**src/rtl/mem_arb_pkg.sv**
```systemverilog
// Shared types for the instruction-fetch / load-store memory arbiter.
package mem_arb_pkg;

    typedef enum logic [1:0] {
        IDLE = 2'd0,
        REQ  = 2'd1,
        RESP = 2'd2
    } state_e;

    typedef enum logic {
        OWN_IF = 1'b0,
        OWN_LS = 1'b1
    } owner_e;

    localparam logic [2:0] STARVE_MAX = 3'd4;

endpackage

```
**src/rtl/arb_starve_cnt.sv**
```systemverilog
// Fetch starvation counter, present only when MEM_ARB_FAIRNESS_EN is defined.
// Counts load/store wins over a waiting fetch and saturates at STARVE_MAX.
`ifdef MEM_ARB_FAIRNESS_EN
module arb_starve_cnt
    import mem_arb_pkg::*;
(
    input  logic i_clk,
    input  logic i_reset,
    input  logic i_inc,
    input  logic i_clr,
    output logic o_starved
);

    logic [2:0] cnt_q;
    logic [2:0] cnt_d;

    always_comb begin
        cnt_d = cnt_q;
        if (i_clr) begin
            cnt_d = 3'd0;
        end else if (i_inc && (cnt_q != STARVE_MAX)) begin
            cnt_d = cnt_q + 3'd1;
        end
    end

    always_ff @(posedge i_clk) begin
        if (i_reset) begin
            cnt_q <= 3'd0;
        end else begin
            cnt_q <= cnt_d;
        end
    end

    assign o_starved = (cnt_q == STARVE_MAX);

endmodule
`endif

```
**src/rtl/mem_arbiter.sv**
```systemverilog
// Two-port (fetch, load/store) arbiter onto one memory port, one transaction in flight.
// Define MEM_ARB_FAIRNESS_EN to let a starved fetch win contention; otherwise load/store always wins.
module mem_arbiter
    import mem_arb_pkg::*;
(
    input  logic        i_clk,
    input  logic        i_reset,

    input  logic        i_if_req,
    input  logic [31:0] i_if_addr,
    output logic        o_if_gnt,
    output logic        o_if_rvalid,
    output logic [31:0] o_if_rdata,

    input  logic        i_ls_req,
    input  logic        i_ls_wren,
    input  logic [31:0] i_ls_addr,
    input  logic [31:0] i_ls_wdata,
    input  logic [3:0]  i_ls_bmask,
    output logic        o_ls_gnt,
    output logic        o_ls_rvalid,
    output logic [31:0] o_ls_rdata,

    output logic        o_mem_req,
    output logic        o_mem_wren,
    output logic [31:0] o_mem_addr,
    output logic [31:0] o_mem_wdata,
    output logic [3:0]  o_mem_bmask,
    input  logic        i_mem_ready,
    input  logic        i_mem_rvalid,
    input  logic [31:0] i_mem_rdata,

    output logic        o_stall,
    output logic [1:0]  o_dbg_state
);

    // Handshake: a requester holds *_req until it sees *_gnt (one cycle, IDLE only);
    // the memory accepts o_mem_req on i_mem_ready and answers reads with one i_mem_rvalid.

    state_e      state_q,     state_d;
    owner_e      owner_q,     owner_d;
    logic [31:0] addr_q,      addr_d;
    logic [31:0] wdata_q,     wdata_d;
    logic [3:0]  bmask_q,     bmask_d;
    logic        wren_q,      wren_d;
    logic        if_rvalid_q, if_rvalid_d;
    logic        ls_rvalid_q, ls_rvalid_d;
    logic [31:0] if_rdata_q,  if_rdata_d;
    logic [31:0] ls_rdata_q,  ls_rdata_d;

    logic        if_gnt;
    logic        ls_gnt;
    logic        if_priority;
    logic        ls_wins;

`ifdef MEM_ARB_FAIRNESS_EN
    arb_starve_cnt u_starve_cnt (
        .i_clk     (i_clk),
        .i_reset   (i_reset),
        .i_inc     (ls_gnt & i_if_req),
        .i_clr     (if_gnt),
        .o_starved (if_priority)
    );
`else
    assign if_priority = 1'b0;
`endif

    assign ls_wins = i_ls_req & ~(i_if_req & if_priority);

    always_comb begin
        state_d     = state_q;
        owner_d     = owner_q;
        addr_d      = addr_q;
        wdata_d     = wdata_q;
        bmask_d     = bmask_q;
        wren_d      = wren_q;
        if_rvalid_d = 1'b0;
        ls_rvalid_d = 1'b0;
        if_rdata_d  = if_rdata_q;
        ls_rdata_d  = ls_rdata_q;
        if_gnt      = 1'b0;
        ls_gnt      = 1'b0;

        case (state_q)
            IDLE: begin
                // Grants are combinational so a read returns three cycles after gnt.
                if (!i_reset) begin
                    if (ls_wins) begin
                        ls_gnt  = 1'b1;
                        owner_d = OWN_LS;
                        addr_d  = i_ls_addr;
                        wdata_d = i_ls_wdata;
                        bmask_d = i_ls_bmask;
                        wren_d  = i_ls_wren;
                        state_d = REQ;
                    end else if (i_if_req) begin
                        if_gnt  = 1'b1;
                        owner_d = OWN_IF;
                        addr_d  = i_if_addr;
                        wdata_d = 32'd0;
                        bmask_d = 4'hF;
                        wren_d  = 1'b0;
                        state_d = REQ;
                    end
                end
            end
            REQ: begin
                if (i_mem_ready) begin
                    if (wren_q) begin
                        ls_rvalid_d = 1'b1;
                        ls_rdata_d  = 32'd0;
                        state_d     = IDLE;
                    end else begin
                        state_d = RESP;
                    end
                end
            end
            RESP: begin
                if (i_mem_rvalid) begin
                    if (owner_q == OWN_IF) begin
                        if_rvalid_d = 1'b1;
                        if_rdata_d  = i_mem_rdata;
                    end else begin
                        ls_rvalid_d = 1'b1;
                        ls_rdata_d  = i_mem_rdata;
                    end
                    state_d = IDLE;
                end
            end
            default: begin
                state_d = IDLE;
            end
        endcase
    end

    always_ff @(posedge i_clk) begin
        if (i_reset) begin
            state_q     <= IDLE;
            owner_q     <= OWN_IF;
            addr_q      <= 32'd0;
            wdata_q     <= 32'd0;
            bmask_q     <= 4'd0;
            wren_q      <= 1'b0;
            if_rvalid_q <= 1'b0;
            ls_rvalid_q <= 1'b0;
            if_rdata_q  <= 32'd0;
            ls_rdata_q  <= 32'd0;
        end else begin
            state_q     <= state_d;
            owner_q     <= owner_d;
            addr_q      <= addr_d;
            wdata_q     <= wdata_d;
            bmask_q     <= bmask_d;
            wren_q      <= wren_d;
            if_rvalid_q <= if_rvalid_d;
            ls_rvalid_q <= ls_rvalid_d;
            if_rdata_q  <= if_rdata_d;
            ls_rdata_q  <= ls_rdata_d;
        end
    end

    assign o_if_gnt    = if_gnt;
    assign o_ls_gnt    = ls_gnt;
    assign o_if_rvalid = if_rvalid_q;
    assign o_ls_rvalid = ls_rvalid_q;
    assign o_if_rdata  = if_rdata_q;
    assign o_ls_rdata  = ls_rdata_q;

    assign o_mem_req   = (state_q == REQ);
    assign o_mem_wren  = (state_q == REQ) & wren_q;
    assign o_mem_addr  = addr_q;
    assign o_mem_wdata = wdata_q;
    assign o_mem_bmask = bmask_q;

    assign o_stall     = (state_q != IDLE) | i_if_req | i_ls_req;
    assign o_dbg_state = state_q;

endmodule

```
**config.mk**
```make
export PLATFORM = sky130hd
export DESIGN_NAME = mem_arbiter
export DESIGN_NICKNAME = d
export VERILOG_FILES = /design/src/rtl/mem_arb_pkg.sv /design/src/rtl/arb_starve_cnt.sv /design/src/rtl/mem_arbiter.sv
export SDC_FILE = /design/constraint.sdc
export NUM_CORES = 1
export LEC_CHECK = 0
export CORE_UTILIZATION = 30
export CTS_BUF_LIST = sky130_fd_sc_hd__clkbuf_16
export CTS_CLUSTER_SIZE = 28
export DETAILED_ROUTE_END_ITERATION = 10
export PLACE_DENSITY = 0.65
export SKIP_CTS_REPAIR_TIMING = 1
export SYNTH_ARGS = -nofsm -noshare
export SYNTH_HDL_FRONTEND = slang
export SYNTH_SLANG_ARGS = --single-unit
```
**constraint.sdc**
```tcl
create_clock -name i_clk -period 5.81 [get_ports i_clk]
set_clock_uncertainty 0.2 [all_clocks]
set_input_delay 0.8715 -clock i_clk [delete_from_list [all_inputs] [get_ports i_clk]]
set_output_delay 0.8715 -clock i_clk [all_outputs]
set_load 0.03 [all_outputs]
```
# After elaboration in Yosys (flattened, before gate mapping)
# Index checks and enable logic that the tools add are counted.
totals:
  output_inout_bits: 141
  inputBits: 139
  register_bits: 138
op_classes:
  reduce_logical: 9
  n_eq_ne: 7
  mux: 33
  n_bitwise: 6
op_table:
  columns: ["operator", "n"]
  rows:
  - ["2-to-1 mux 32 bit", 8]
  - ["case mux 32 bit (2 select lines)", 1]
  - ["2-to-1 mux 1 bit", 15]
  - ["2-to-1 mux 2 bit", 5]
  - ["2-to-1 mux 4 bit", 2]
  - ["case mux 2 bit (3 select lines)", 1]
  - ["AND reduction 3 bit", 2]
  - ["nonzero test 2 bit", 3]
  - ["AND reduction 5 bit", 1]
  - ["!= test 2 x 1 -> 1 bit, second input constant", 2]
  - ["!= test 2 bit, second input constant", 2]
  - ["!= test 3 bit, second input constant", 1]
  - ["NOT 1 bit", 3]
  - ["OR reduction 3 bit", 1]
  - ["equality test 2 x 1 -> 1 bit, second input constant", 1]
  - ["equality test 2 bit, second input constant", 1]
  - ["zero test 2 bit", 1]
  - ["bitwise OR 1 bit", 2]
  - ["case mux 1 bit (2 select lines)", 1]
  - ["AND reduction 2 bit", 1]
  - ["bitwise AND 1 bit", 1]

# Longest topological paths before layout
# Gate-level depths: netlist of the first run.
depth:
  ltp_word: 4
  depth_mapped: 8
  ltp_nobuf: 6

# Least setup slack after synthesis of the first run
# OpenSTA, ideal clock, no wires.
synth_timing:
  path_kind: "input to output"
  from: "input port i_ls_req"
  to: "output port o_if_gnt"
  path_stages: 3
  setup_slack_ps: 2827
  arrival_time_ps: 1912
  path_cell_list: "buf_6 buf_2 nor3_1"
synth_via:
  elab_chain_cells: 3
synth_rtl:
  columns: ["element", "line_no", "source"]
  rows:
  - ["start: declaration", "mem_arbiter.sv:15", "input logic i_ls_req,"]
  - ["2-to-1 mux 1 bit", "mem_arbiter.sv:88", "if (ls_wins) begin"]
  - ["2-to-1 mux 1 bit", "mem_arbiter.sv:87", "if (!i_reset) begin"]
  - ["2-to-1 mux 1 bit", "mem_arbiter.sv:84", "case (state_q)"]
  - ["end: declaration", "mem_arbiter.sv:11", "output logic o_if_gnt,"]
# Every way passes these cells.

# Worst setup path in the final report of the first run
layout_timing:
  from: "register state_q[1] (netlist: o_dbg_state[1])"
  to: "output port o_ls_gnt"
layout_via:
  elab_chain_cells: 2
layout_rtl:
  columns: ["element", "line_no", "source"]
  rows:
  - ["start: declaration", "mem_arbiter.sv:40", "state_e state_q, state_d;"]
  - ["start signal: assignment", "mem_arbiter.sv:149", "state_q <= state_d;"]
  - ["zero test 2 bit", "mem_arbiter.sv:84", null]
  - ["2-to-1 mux 1 bit", "mem_arbiter.sv:84", null]
  - ["end: declaration", "mem_arbiter.sv:20", "output logic o_ls_gnt,"]
# Every way passes these cells.

==> summary.md, run 1 <==
| Metric | Value |
|---|---|
| Final Max Tran Viols | `0` |
| Critical path destination | `o_ls_gnt` |
| Worst VDD drop | `0.196 mV` |
| Slew Limit Headroom | `0.267` |
| Combinational family with the most area after synthesis | `compound AO/OA/AOI/OAI gates` |
| CP Capture Type | `output port` |
| Number of synthesized flops with an enable pin | `0` |
| Worst Path Required | `4.74 ns` |
| Max-cap viol count | `0` |
| #FFs+latches synth | `138` |
| Syn Nets | `728` |
| Rows | `49` |
| Share of cells above drive strength 1 | `0.0596` |
| RSZ-0062 raised after global routing | `no` |
| Mux contribution to synthesized area | `0.0597` |
| CTS tree | `built` |
| Die area | `19,200 um^2` |
| Sw Pwr | `885 uW` |
| GPL Wtd Cong | `0.794` |
| Fmax achieved | `271 MHz` |
| Global-route wire length before repair | `28,800 um` |
| Root buffer cell | `clkbuf_16` |
| Yosys cell types | `37` |
| Max FO, Critical Path | `19` |
| Hold WS | `0.251 ns` |
| Synth Area in XOR/XNOR | `0` |
| Lkg Pwr | `0.00321 uW` |
| Setup crit start kind | `flip-flop` |
| TNS Setup | `0 ns` |
| Top post-synthesis cells by area | `dfxtp_1 (49%), mux2i_1 (5.7%), o41ai_1 (5.0%), nand2_1 (4.5%), o311ai_1 (4.4%)` |
| Avg Cell Area, Syn | `9.57 um^2` |
| DRT iter0 DRCs | `313` |
| Fin. Hold Viols | `0` |
| Antenna violation net count after detailed routing | `0` |
| Violated checks | `design-rule violations` |
| Global Route Usage Sum | `0.192` |
| Reg-to-Reg Start | `o_dbg_state[1]$_SDFFE_PP0P_` |
| Routed WL | `17,900 um` |
| HPWL Detailed | `12,500 um` |
| Worst-path clk slew | `0.06 ns` |
| CORE AREA | `18,100 um^2` |
| DRC errors left | `28` |
| Worst reg-to-reg setup slack | `3.25 ns` |
| Final Critical Period | `3.70 ns` |
| Simple-gate share of the synthesized area | `0.131` |
| Prevailing post-synth register cell | `dfxtp_1` |
| Commonest non-fill, non-tap cell in the layout | `clkdlybuf4s50_1` |
| R2r endpoint | `o_ls_rdata[31]$_SDFFE_PP0P_` |
| Leading area contributor after synthesis | `dfxtp_1` |
| Htree depth | `4` |
| Chip height | `139 um` |
| Initial antenna violation count | `0` |
| Final period utilization | `0.636` |
| Area grow syn2layout | `59.8%` |
| Io pins | `280` |
| Post-synthesis compound-gate area fraction | `0.238` |
| Crit-path cells | `inv_1, ha_1, nand2_1, nor2_4, clkdlybuf4s50_1` |
| Clock Power Share | `0.355` |
| Via Count | `5,338` |
| Clock net sink count | `138` |
| Cell Area, Synth | `5590 um^2` |
| Most frequent cells in the layout | `clkdlybuf4s50_1 (277), dfxtp_1 (138), nand2_1 (67)` |
| Synth Warn # | `0` |
| Gate power share | `0.263` |
| Hold Crit Class | `reg2reg` |
| Die Wd | `139 um` |
| Largest net degree at the start of global routing | `86` |
| Nets | `971` |
| DR vias/cell | `5.00` |
| Slowest-stage cell, CP | `clkdlybuf4s50_1` |
| Seq/Total Area, Yosys | `0.494` |
| Initial Util | `0.309` |
| Seq pwr share | `0.383` |
| Yosys top cell area share | `0.494` |
| Status | `complete, but fails checks` |
| Arrival @ worst endpoint | `2.62 ns` |
| Switching Fraction | `0.317` |
| Power Internal | `1900 uW` |
| Synth Area in Adders | `0.0112` |
| Diodes inserted | `0` |
| Drt pass-1 iters | `8` |
| Util after Layout | `0.494` |
| Critical path class | `reg2out` |
| Number of global-route vias before repair | `5,091` |
| Clock latency on the worst-skew pair | `0.41 ns` |
| CTS buffer count | `17` |
| Synth Instances | `584` |
| Async set-reset flop share out of synthesis | `0` |
| Delay-heaviest family, CP | `buffers and inverters` |
| Routed WL per cell | `16.8 um` |
| Setup violators final | `0` |
| Worst Path Buf+Inv | `2` |
| Total grt overflow | `0` |
| Worst R2R Path Depth | `6` |
| Crit path launch | `o_dbg_state[1]$_SDFFE_PP0P_` |
| Worst slew pin tran | `1.10 ns` |
| I/O Buffers | `279` |
| Clk buf depth | `2` |
| PD cells | `312 nW/um^2` |
| Slowest stage delay, CP | `0.76 ns` |
| Worst path depth | `5` |
-- how the worst min path moves through the flow --
| stage | from | endpoint | slack (ns) | depth (start not counted) |
|---|---|---|---|---|
| floorplan | owner_q$_SDFFE_PP0P_ | o_if_rvalid$_SDFF_PP0_ | 0.27 | 1 |
| global placement | o_if_rdata[24]$_SDFFE_PP0P_ | o_if_rdata[24]$_SDFFE_PP0P_ | 0.24 | 2 |
| detailed placement | o_if_rdata[24]$_SDFFE_PP0P_ | o_if_rdata[24]$_SDFFE_PP0P_ | 0.25 | 2 |
| CTS | o_if_rdata[24]$_SDFFE_PP0P_ | o_if_rdata[24]$_SDFFE_PP0P_ | 0.25 | 2 |
| global route | o_if_rdata[20]$_SDFFE_PP0P_ | o_if_rdata[20]$_SDFFE_PP0P_ | 0.27 | 2 |
| finish | o_if_rdata[5]$_SDFFE_PP0P_ | o_if_rdata[5]$_SDFFE_PP0P_ | 0.25 | 2 |
-- cell usage after synthesis (4+ instances only) --
cell type	count
buf_6	11
nand2_1	67
clkbuf_1	29
a22o_1	18
o311ai_1	28
nor2b_1	4
inv_1	4
mux2i_1	32
dfxtp_1	138
a22oi_1	15
o311ai_0	4
a21oi_1	35
a211oi_1	32
nand3_1	35
o41ai_1	32
ha_1	5
o221a_2	4
buf_2	20
nor2_1	48
-- layout make-up --
| cell class | instances | area, um^2 |
|---|---|---|
| Sequential cell | 138 | 2760 |
| Clock buffer | 17 | 425 |
| Fill cell | 1689 | 9150 |
| Clock inverter | 14 | 111 |
| Tap cell | 229 | 287 |
| Multi-Input combinational cell | 378 | 2480 |
| Inverter | 4 | 15.0 |
| Timing Repair Buffer | 288 | 2850 |
-- per-layer routing --
layer,share of wire,track usage,up-vias
li1,-,-,2669
met1,0.42,0.238,2462
met2,0.48,0.307,181
met3,0.076,0.0634,26
met4,0.022,0.0745,0
met5,0,0,-
-- worst register-to-register path, delay by kind of cell, from the launching register on --
kind	cells	cell delay, ns
adders and majority gates	1	0.30
buffers and inverters	2	0.58
DFF	1	0.36
AOI/OAI and AO/OA	3	1.03
-- through the flow --
step                area [um^2]  std cells  worst slack [ns]  total power (uW)
global route               8940       1068              1.90              2930
finish                     8940       1068              2.11              2790
detailed placement         8400       1037              2.32              1820
CTS                        8940       1068              2.08              2820
floorplan                  5590        584              2.83              1520
global placement           8400       1037              2.31              1820
-- registers in the layout, summed over array words and instances, names as in the netlist, 2 cells and up --
signal,cells
o_dbg_state,2
o_if_rdata,32
o_ls_rdata,32
o_mem_addr,32
o_mem_bmask,4
o_mem_wdata,32
-- power by group through the flow --
stage          Sequential, uW  Clock (uW)  Combinational [uW]
2_1_floorplan            1230           0                 295
3_3_place_gp             1080           0                 734
3_5_place_dp             1090           0                 735
4_1_cts                  1070        1020                 738
5_1_grt                  1080        1060                 787
6_report                 1070         989                 732
-- logic make-up (layout without fill, tap and decap cells) --
kind of cell / after synthesis / count (layout)
compound gates: 173 / 173
simple gates: 167 / 167
flops: 138 / 138
buf+inv: 68 / 323
mux: 33 / 33
fa+ha+maj: 5 / 5
(Power assumes the default switching activity.)
==> run 2, diff against run 1 <==
--- a/config.mk
+++ b/config.mk
@@ -9,7 +9,7 @@
 export CTS_BUF_LIST = sky130_fd_sc_hd__clkbuf_16
 export CTS_CLUSTER_SIZE = 28
 export DETAILED_ROUTE_END_ITERATION = 10
-export PLACE_DENSITY = 0.65
+export PLACE_DENSITY = 0.67
 export SKIP_CTS_REPAIR_TIMING = 1
 export SYNTH_ARGS = -nofsm -noshare
 export SYNTH_HDL_FRONTEND = slang
==> constraint.sdc (replaced) <==
create_clock -name i_clk -period 3.2 [get_ports i_clk]
set_clock_uncertainty 0.2 [all_clocks]
set_input_delay 0.48 -clock i_clk [delete_from_list [all_inputs] [get_ports i_clk]]
set_output_delay 0.48 -clock i_clk [all_outputs]
set_load 0.03 [all_outputs]
==> run 2 against run 1 <==
  * The flow still finishes with violations (design-rule violations)
  * Hold slack improved by 0.0017 ns
  * Critical path depth stayed put
  * Register-to-register slack worse by 2.5 ns
  * Largest power group is now the clock network
  * Clock power grew 98%
  * Global-route usage shrank 0.077 points
  * Sequential power rose by 81%
  * Combinational power rose by 86%
  * Routed wire length up 0.52%
  * Non-clock buffer count increased by 7
  * Die area is the same
==> summary.md, run 2 (synthesized netlist as in run 1, its figures left out) <==
| Metric | Value |
|---|---|
| Status | `complete, but fails checks (unchanged)` |
| Violated checks | `design-rule violations (unchanged)` |
| RSZ-0062 raised after global routing | `no (unchanged)` |
| CP Capture Type | `output port (unchanged)` |
| Cells after DPL | `1,044 (was 1,037)` |
| Clock net sink count | `138 (unchanged)` |
| Worst slew pin tran | `1.05 ns (was 1.10 ns)` |
| Final period utilization | `0.918` |
| DR vias/cell | `5.03 (was 5.00)` |
| Area after detailed placement | `8480 um^2 (was 8400 um^2)` |
| Routed WL per cell | `16.8 um (about the same)` |
| R2r endpoint | `o_ls_rdata[25]$_SDFFE_PP0P_ (was o_ls_rdata[31]$_SDFFE_PP0P_)` |
| Most frequent cells in the layout | `clkdlybuf4s50_1 (277), dfxtp_1 (138), nand2_1 (67) (unchanged)` |
| Slew Limit Headroom | `0.285 (was 0.267)` |
| Final Max Tran Viols | `0 (unchanged)` |
| Total Power | `5250 uW (was 2790 uW)` |
| Chip height | `139 um (unchanged)` |
| Clk buf depth | `2 (unchanged)` |
| TNS Setup | `0 ns (unchanged)` |
| Util after Layout | `0.501 (was 0.494)` |
| Initial antenna violation count | `0 (unchanged)` |
| Critical path class | `reg2out (unchanged)` |
| CTS buffer count | `17 (unchanged)` |
| Clock latency on the worst-skew pair | `0.41 ns (about the same)` |
| Hold path depth | `2 (unchanged)` |
| Arrival @ worst endpoint | `2.26 ns (was 2.62 ns)` |
| Die Wd | `139 um (unchanged)` |
| Max-cap viol count | `0 (unchanged)` |
| Setup violators final | `0 (unchanged)` |
| Via Count | `5,412 (was 5,338)` |
| Commonest non-fill, non-tap cell in the layout | `clkdlybuf4s50_1 (unchanged)` |
| DRC errors left | `30 (was 28)` |
| Fmax achieved | `340 MHz` |
| Nets | `978 (was 971)` |
| HPWL Detailed | `12,600 um (was 12,500 um)` |
| Max FO, Critical Path | `6 (was 19)` |
| Hold Crit Class | `reg2reg (unchanged)` |
| Antenna violation net count after detailed routing | `0 (unchanged)` |
| Crit path launch | `o_dbg_state[1]$_SDFFE_PP0P_ (unchanged)` |
| Rows | `49 (unchanged)` |
| Lkg Pwr | `0.00328 uW (was 0.00321 uW)` |
| GPL Wtd Cong | `0.762 (was 0.794)` |
| Worst R2R Path Depth | `6 (unchanged)` |
| Total grt overflow | `0 (unchanged)` |
| CORE AREA | `18,100 um^2 (unchanged)` |
| Fin. Hold Viols | `0 (unchanged)` |
| Final instance area | `9060 um^2 (was 8940 um^2)` |
| Io pins | `280 (unchanged)` |
| I/O Buffers | `279 (unchanged)` |
| Die area | `19,200 um^2 (unchanged)` |
| Largest net degree at the start of global routing | `65 (was 86)` |
| Share of cells above drive strength 1 | `0.0673 (was 0.0596)` |
| Number of global-route vias before repair | `5,190 (was 5,091)` |
| Reg-to-Reg Start | `o_dbg_state[1]$_SDFFE_PP0P_ (unchanged)` |
| Root buffer cell | `clkbuf_16 (unchanged)` |
| Drt pass-1 iters | `7 (was 8)` |
| PD cells | `580 nW/um^2 (was 312 nW/um^2)` |
| Htree depth | `4 (unchanged)` |
| Final Critical Period | `2.94 ns` |
| Setup crit start kind | `flip-flop (unchanged)` |
| Worst reg-to-reg setup slack | `0.75 ns (was 3.25 ns)` |
| Global Route Usage Sum | `0.191 (was 0.192)` |
| Worst-path clk slew | `0.06 ns (about the same)` |
| Worst Path Required | `2.52 ns (was 4.74 ns)` |
| Hold worst-path end | `o_if_rdata[24]$_SDFFE_PP0P_ (was o_if_rdata[5]$_SDFFE_PP0P_)` |
| CTS tree | `built (unchanged)` |
| Finished Layout Cells | `1,076 (was 1,068)` |
| DRT iter0 DRCs | `310 (was 313)` |
| Worst VDD drop | `0.340 mV (was 0.196 mV)` |
| Initial Util | `0.309 (unchanged)` |
| Diodes inserted | `0 (unchanged)` |
| Area grow syn2layout | `62.0% (was 59.8%)` |
| Global-route wire length before repair | `28,800 um (about the same)` |
| Worst Hold Launch | `o_if_rdata[24]$_SDFFE_PP0P_ (was o_if_rdata[5]$_SDFFE_PP0P_)` |
| Routed WL | `18,000 um (was 17,900 um)` |
[run 2: cell types whose count changed in the layout (fill, tap and decap cells not counted)]
| cell | previous run | this run |
|---|---|---|
| buf_4 | 10 | 15 |
| bufinv_16 | 1 | 3 |
| clkinv_4 | 4 | 2 |
| buf_12 | 0 | 2 |
| clkinv_1 | 1 | 2 |
| inv_6 | 0 | 1 |
| clkinvlp_4 | 2 | 1 |
[run 2: worst max path at each step]
stage                    end  slack (ns)  cells past startpoint
CTS                 o_ls_gnt        0.23                      5
global placement     o_stall        0.53                      4
floorplan           o_if_gnt         1.0                      3
finish               o_stall        0.26                      5
global route         o_stall        0.03                      5
detailed placement   o_stall        0.52                      4
[run 2: layer usage]
layer  vias to the layer above  GRT usage  wire length [um]
li1                       2680          -                 -
met1                      2541      0.238              7820
met2                       169      0.302              8570
met3                        22     0.0655              1250
met4                         0     0.0757               392
met5                         -          0                 0
[run 2: where the power goes]
group / switching (uW) / total, uW / internal [uW] / leakage, uW
logic: 791 / 1360 / 573 / 0.00186
clock network: 743 / 1960 / 1210 / 0.000294
registers: 77.9 / 1940 / 1860 / 0.00113
[run 2: cell type report]
type | instances | area, um^2
clock buffer | 17 | 425
clock inverter | 15 | 159
fill | 1706 | 9020
inverter | 4 | 15.0
multi-input combinational | 378 | 2480
sequential | 138 | 2760
tap | 229 | 287
timing repair buffer | 295 | 2930
[run 2: critical path, cell delays in order, from the launching register on]
cell and delay (ns):
dfxtp_1 0.35, inv_1 0.12, ha_1 0.28, nor3b_1 0.36, inv_1 0.11, clkdlybuf4s50_1 0.62
[run 2: through the flow]
step                worst slack [ns]  hold WS, ns
floorplan                       1.00        0.270
global placement               0.529        0.242
finish                         0.261        0.253
global route                  0.0287        0.264
CTS                            0.226        0.255
detailed placement             0.522        0.247
==> run 3, diff against run 2 <==
--- a/config.mk
+++ b/config.mk
@@ -5,8 +5,9 @@
 export SDC_FILE = /design/constraint.sdc
 export NUM_CORES = 1
 export LEC_CHECK = 0
+export CORE_MARGIN = 10
 export CORE_UTILIZATION = 30
-export CTS_BUF_LIST = sky130_fd_sc_hd__clkbuf_16
+export CTS_BUF_LIST = sky130_fd_sc_hd__clkbuf_8
 export CTS_CLUSTER_SIZE = 28
 export DETAILED_ROUTE_END_ITERATION = 10
 export PLACE_DENSITY = 0.67
==> run 3 against run 2 <==
  * The flow now finishes without violations
  * Largest cell class unchanged
  * Fmax is 1.8% higher
  * Register-to-register slack improved by 0.13 ns
  * Critical path depth is the same
  * Clock-buffer cell count grew 4
  * Clock power decreased by 18%
  * Highest routed layer unchanged
  * Setup slack gained 0.051 ns
  * Utilization fell by 0.86 points
==> summary.md, run 3 (synthesized netlist as in run 1, its figures left out) <==
| Metric | Value |
|---|---|
| Status | `completed (was complete, but fails checks)` |
| Met2 wire len | `9730 um (was 8570 um)` |
| Chip height | `157 um (was 139 um)` |
| Slowest stage delay, CP | `0.69 ns (was 0.62 ns)` |
| DRC errors left | `0 (was 30)` |
| Slew Limit Headroom | `0.575 (was 0.285)` |
| Htree depth | `4 (unchanged)` |
| Final Critical Period | `2.89 ns (was 2.94 ns)` |
| CP Capture Type | `output port (unchanged)` |
| Nets | `981 (was 978)` |
| TNS Setup | `0 ns (unchanged)` |
| Worst Hold Launch | `i_reset (was o_if_rdata[24]$_SDFFE_PP0P_)` |
| Routed WL | `20,400 um (was 18,000 um)` |
| Total Power | `4910 uW (was 5250 uW)` |
| Root buffer cell | `clkbuf_8 (was clkbuf_16)` |
| Commonest non-fill, non-tap cell in the layout | `clkdlybuf4s50_1 (unchanged)` |
| Antenna violation net count after detailed routing | `0 (unchanged)` |
| Worst Path Buf+Inv | `3 (unchanged)` |
| Lkg Pwr | `0.00323 uW (was 0.00328 uW)` |
| DRT iter0 DRCs | `248 (was 310)` |
| Die Wd | `157 um (was 139 um)` |
| Finished Layout Cells | `1,080 (was 1,076)` |
| GPL Wtd Cong | `0.812 (was 0.762)` |
| CTS buffer count | `17 (unchanged)` |
| Max FO, Critical Path | `6 (unchanged)` |
| Crit-path cells | `inv_1, ha_1, nor3b_2, inv_1, clkdlybuf4s50_1 (was inv_1, ha_1, nor3b_1, inv_1, clkdlybuf4s50_1)` |
| CTS tree | `built (unchanged)` |
| Global Route Usage Sum | `0.161 (was 0.191)` |
| Hold Crit Class | `in2reg (was reg2reg)` |
| I/O Buffers | `279 (unchanged)` |
| Io pins | `280 (unchanged)` |
| Worst-path clk slew | `0.08 ns (was 0.06 ns)` |
| Drt pass-1 iters | `4 (was 7)` |
| Slowest-stage cell, CP | `clkdlybuf4s50_1 (unchanged)` |
| Wl on met1 | `8280 um (was 7820 um)` |
| Most frequent cells in the layout | `clkdlybuf4s50_1 (276), dfxtp_1 (138), nand2_1 (67) (was clkdlybuf4s50_1 (277), dfxtp_1 (138), nand2_1 (67))` |
| Top Metal Used | `met4 (unchanged)` |
| Critical path class | `reg2out (unchanged)` |
| Final Max Tran Viols | `0 (unchanged)` |
| Worst VDD drop | `0.226 mV (was 0.340 mV)` |
| Final period utilization | `0.903 (was 0.918)` |
| Die area | `24,500 um^2 (was 19,200 um^2)` |
| Routed WL per cell | `18.9 um (was 16.8 um)` |
| Worst Path Required | `2.52 ns (about the same)` |
| Met3 wire length | `1920 um (was 1250 um)` |
| Hold path depth | `2 (unchanged)` |
| Initial antenna violation count | `0 (unchanged)` |
| Fmax achieved | `346 MHz (was 340 MHz)` |
| Setup violators final | `0 (unchanged)` |
| DR vias/cell | `4.98 (was 5.03)` |
| CORE AREA | `18,100 um^2 (about the same)` |
| Global-route wire length before repair | `31,200 um (was 28,800 um)` |
| Area after detailed placement | `8470 um^2 (was 8480 um^2)` |
| Crit path launch | `o_dbg_state[0]$_SDFFE_PP0P_ (was o_dbg_state[1]$_SDFFE_PP0P_)` |
| Number of global-route vias before repair | `5,290 (was 5,190)` |
| Area grow syn2layout | `59.8% (was 62.0%)` |
| Cells after DPL | `1,047 (was 1,044)` |
| PD cells | `549 nW/um^2 (was 580 nW/um^2)` |
| Setup crit start kind | `flip-flop (unchanged)` |
| Worst R2R Path Depth | `7 (was 6)` |
| RSZ-0062 raised after global routing | `no (unchanged)` |
| Largest net degree at the start of global routing | `65 (unchanged)` |
| Delay-heaviest family, CP | `buffers and inverters (unchanged)` |
| Worst reg-to-reg setup slack | `0.88 ns (was 0.75 ns)` |
| Most frequent CP cell | `inv_1 (unchanged)` |
| Clock net sink count | `138 (unchanged)` |
| Share of cells above drive strength 1 | `0.0765 (was 0.0673)` |
| Rows | `49 (unchanged)` |
| Final instance area | `8940 um^2 (was 9060 um^2)` |
| Hold WS | `0.239 ns (was 0.253 ns)` |
| Fillcell total | `1,712 (was 1,706)` |
| Arrival @ worst endpoint | `2.21 ns (was 2.26 ns)` |
| Fin. Hold Viols | `0 (unchanged)` |
| Worst slew pin tran | `0.638 ns (was 1.05 ns)` |
| Initial Util | `0.308 (was 0.309)` |
| Total grt overflow | `0 (unchanged)` |
| Via Count | `5,381 (was 5,412)` |
| Max-cap viol count | `0 (unchanged)` |
| Worst path depth | `5 (unchanged)` |
| HPWL Detailed | `15,100 um (was 12,600 um)` |
| Clock latency on the worst-skew pair | `0.44 ns (was 0.41 ns)` |
| Clk buf depth | `2 (unchanged)` |
| Reg-to-Reg Start | `o_dbg_state[0]$_SDFFE_PP0P_ (was o_dbg_state[1]$_SDFFE_PP0P_)` |
run 3: changes by cell type in the layout (fill, tap and decap cells not counted), moves of 2 or more:
cell       change
clkbuf_16     -17
clkbuf_8      +21
buf_4          +6
clkinv_2       -2
buf_12         -2
clkinv_1       -2
run 3: layout make-up:
| class | count | area [um^2] | share of cell area |
|---|---|---|---|
| sequential | 138 | 2760 | 0.309 |
| clock inverter | 11 | 168 | 0.0188 |
| tap | 229 | 287 | 0.0321 |
| timing repair buffer | 298 | 2930 | 0.327 |
| clock buffer | 21 | 289 | 0.0323 |
| antenna | 1 | 2.50 | 0.000280 |
| inverter | 4 | 15.0 | 0.00168 |
| multi-input combinational | 378 | 2490 | 0.278 |
run 3: worst paths after layout:
check                                      to
hold / removal    o_if_rdata[18]$_SDFFE_PP0P_
setup / recovery                      o_stall
hold reg to reg   o_if_rdata[30]$_SDFFE_PP0P_
setup reg to reg  o_ls_rdata[25]$_SDFFE_PP0P_
run 3: per-layer routing:
metal | global-route usage | vias to the layer above
met5 | 0 | -
met2 | 0.258 | 201
met1 | 0.183 | 2462
li1 | - | 2695
met3 | 0.0770 | 23
met4 | 0.0634 | 0
run 3: power breakdown:
part           switching, uW  internal, uW
Clock                    680           932
Combinational            798           565
Sequential              76.3          1860
Total                   1550          3350
run 3: per-stage QoR:
stage / utilization / worst slack, ns
2_1_floorplan: - / 1.00
3_3_place_gp: 0.467 / 0.509
3_5_place_dp: 0.467 / 0.512
4_1_cts: 0.492 / 0.187
5_1_grt: 0.492 / 0.140
6_report: 0.492 / 0.312
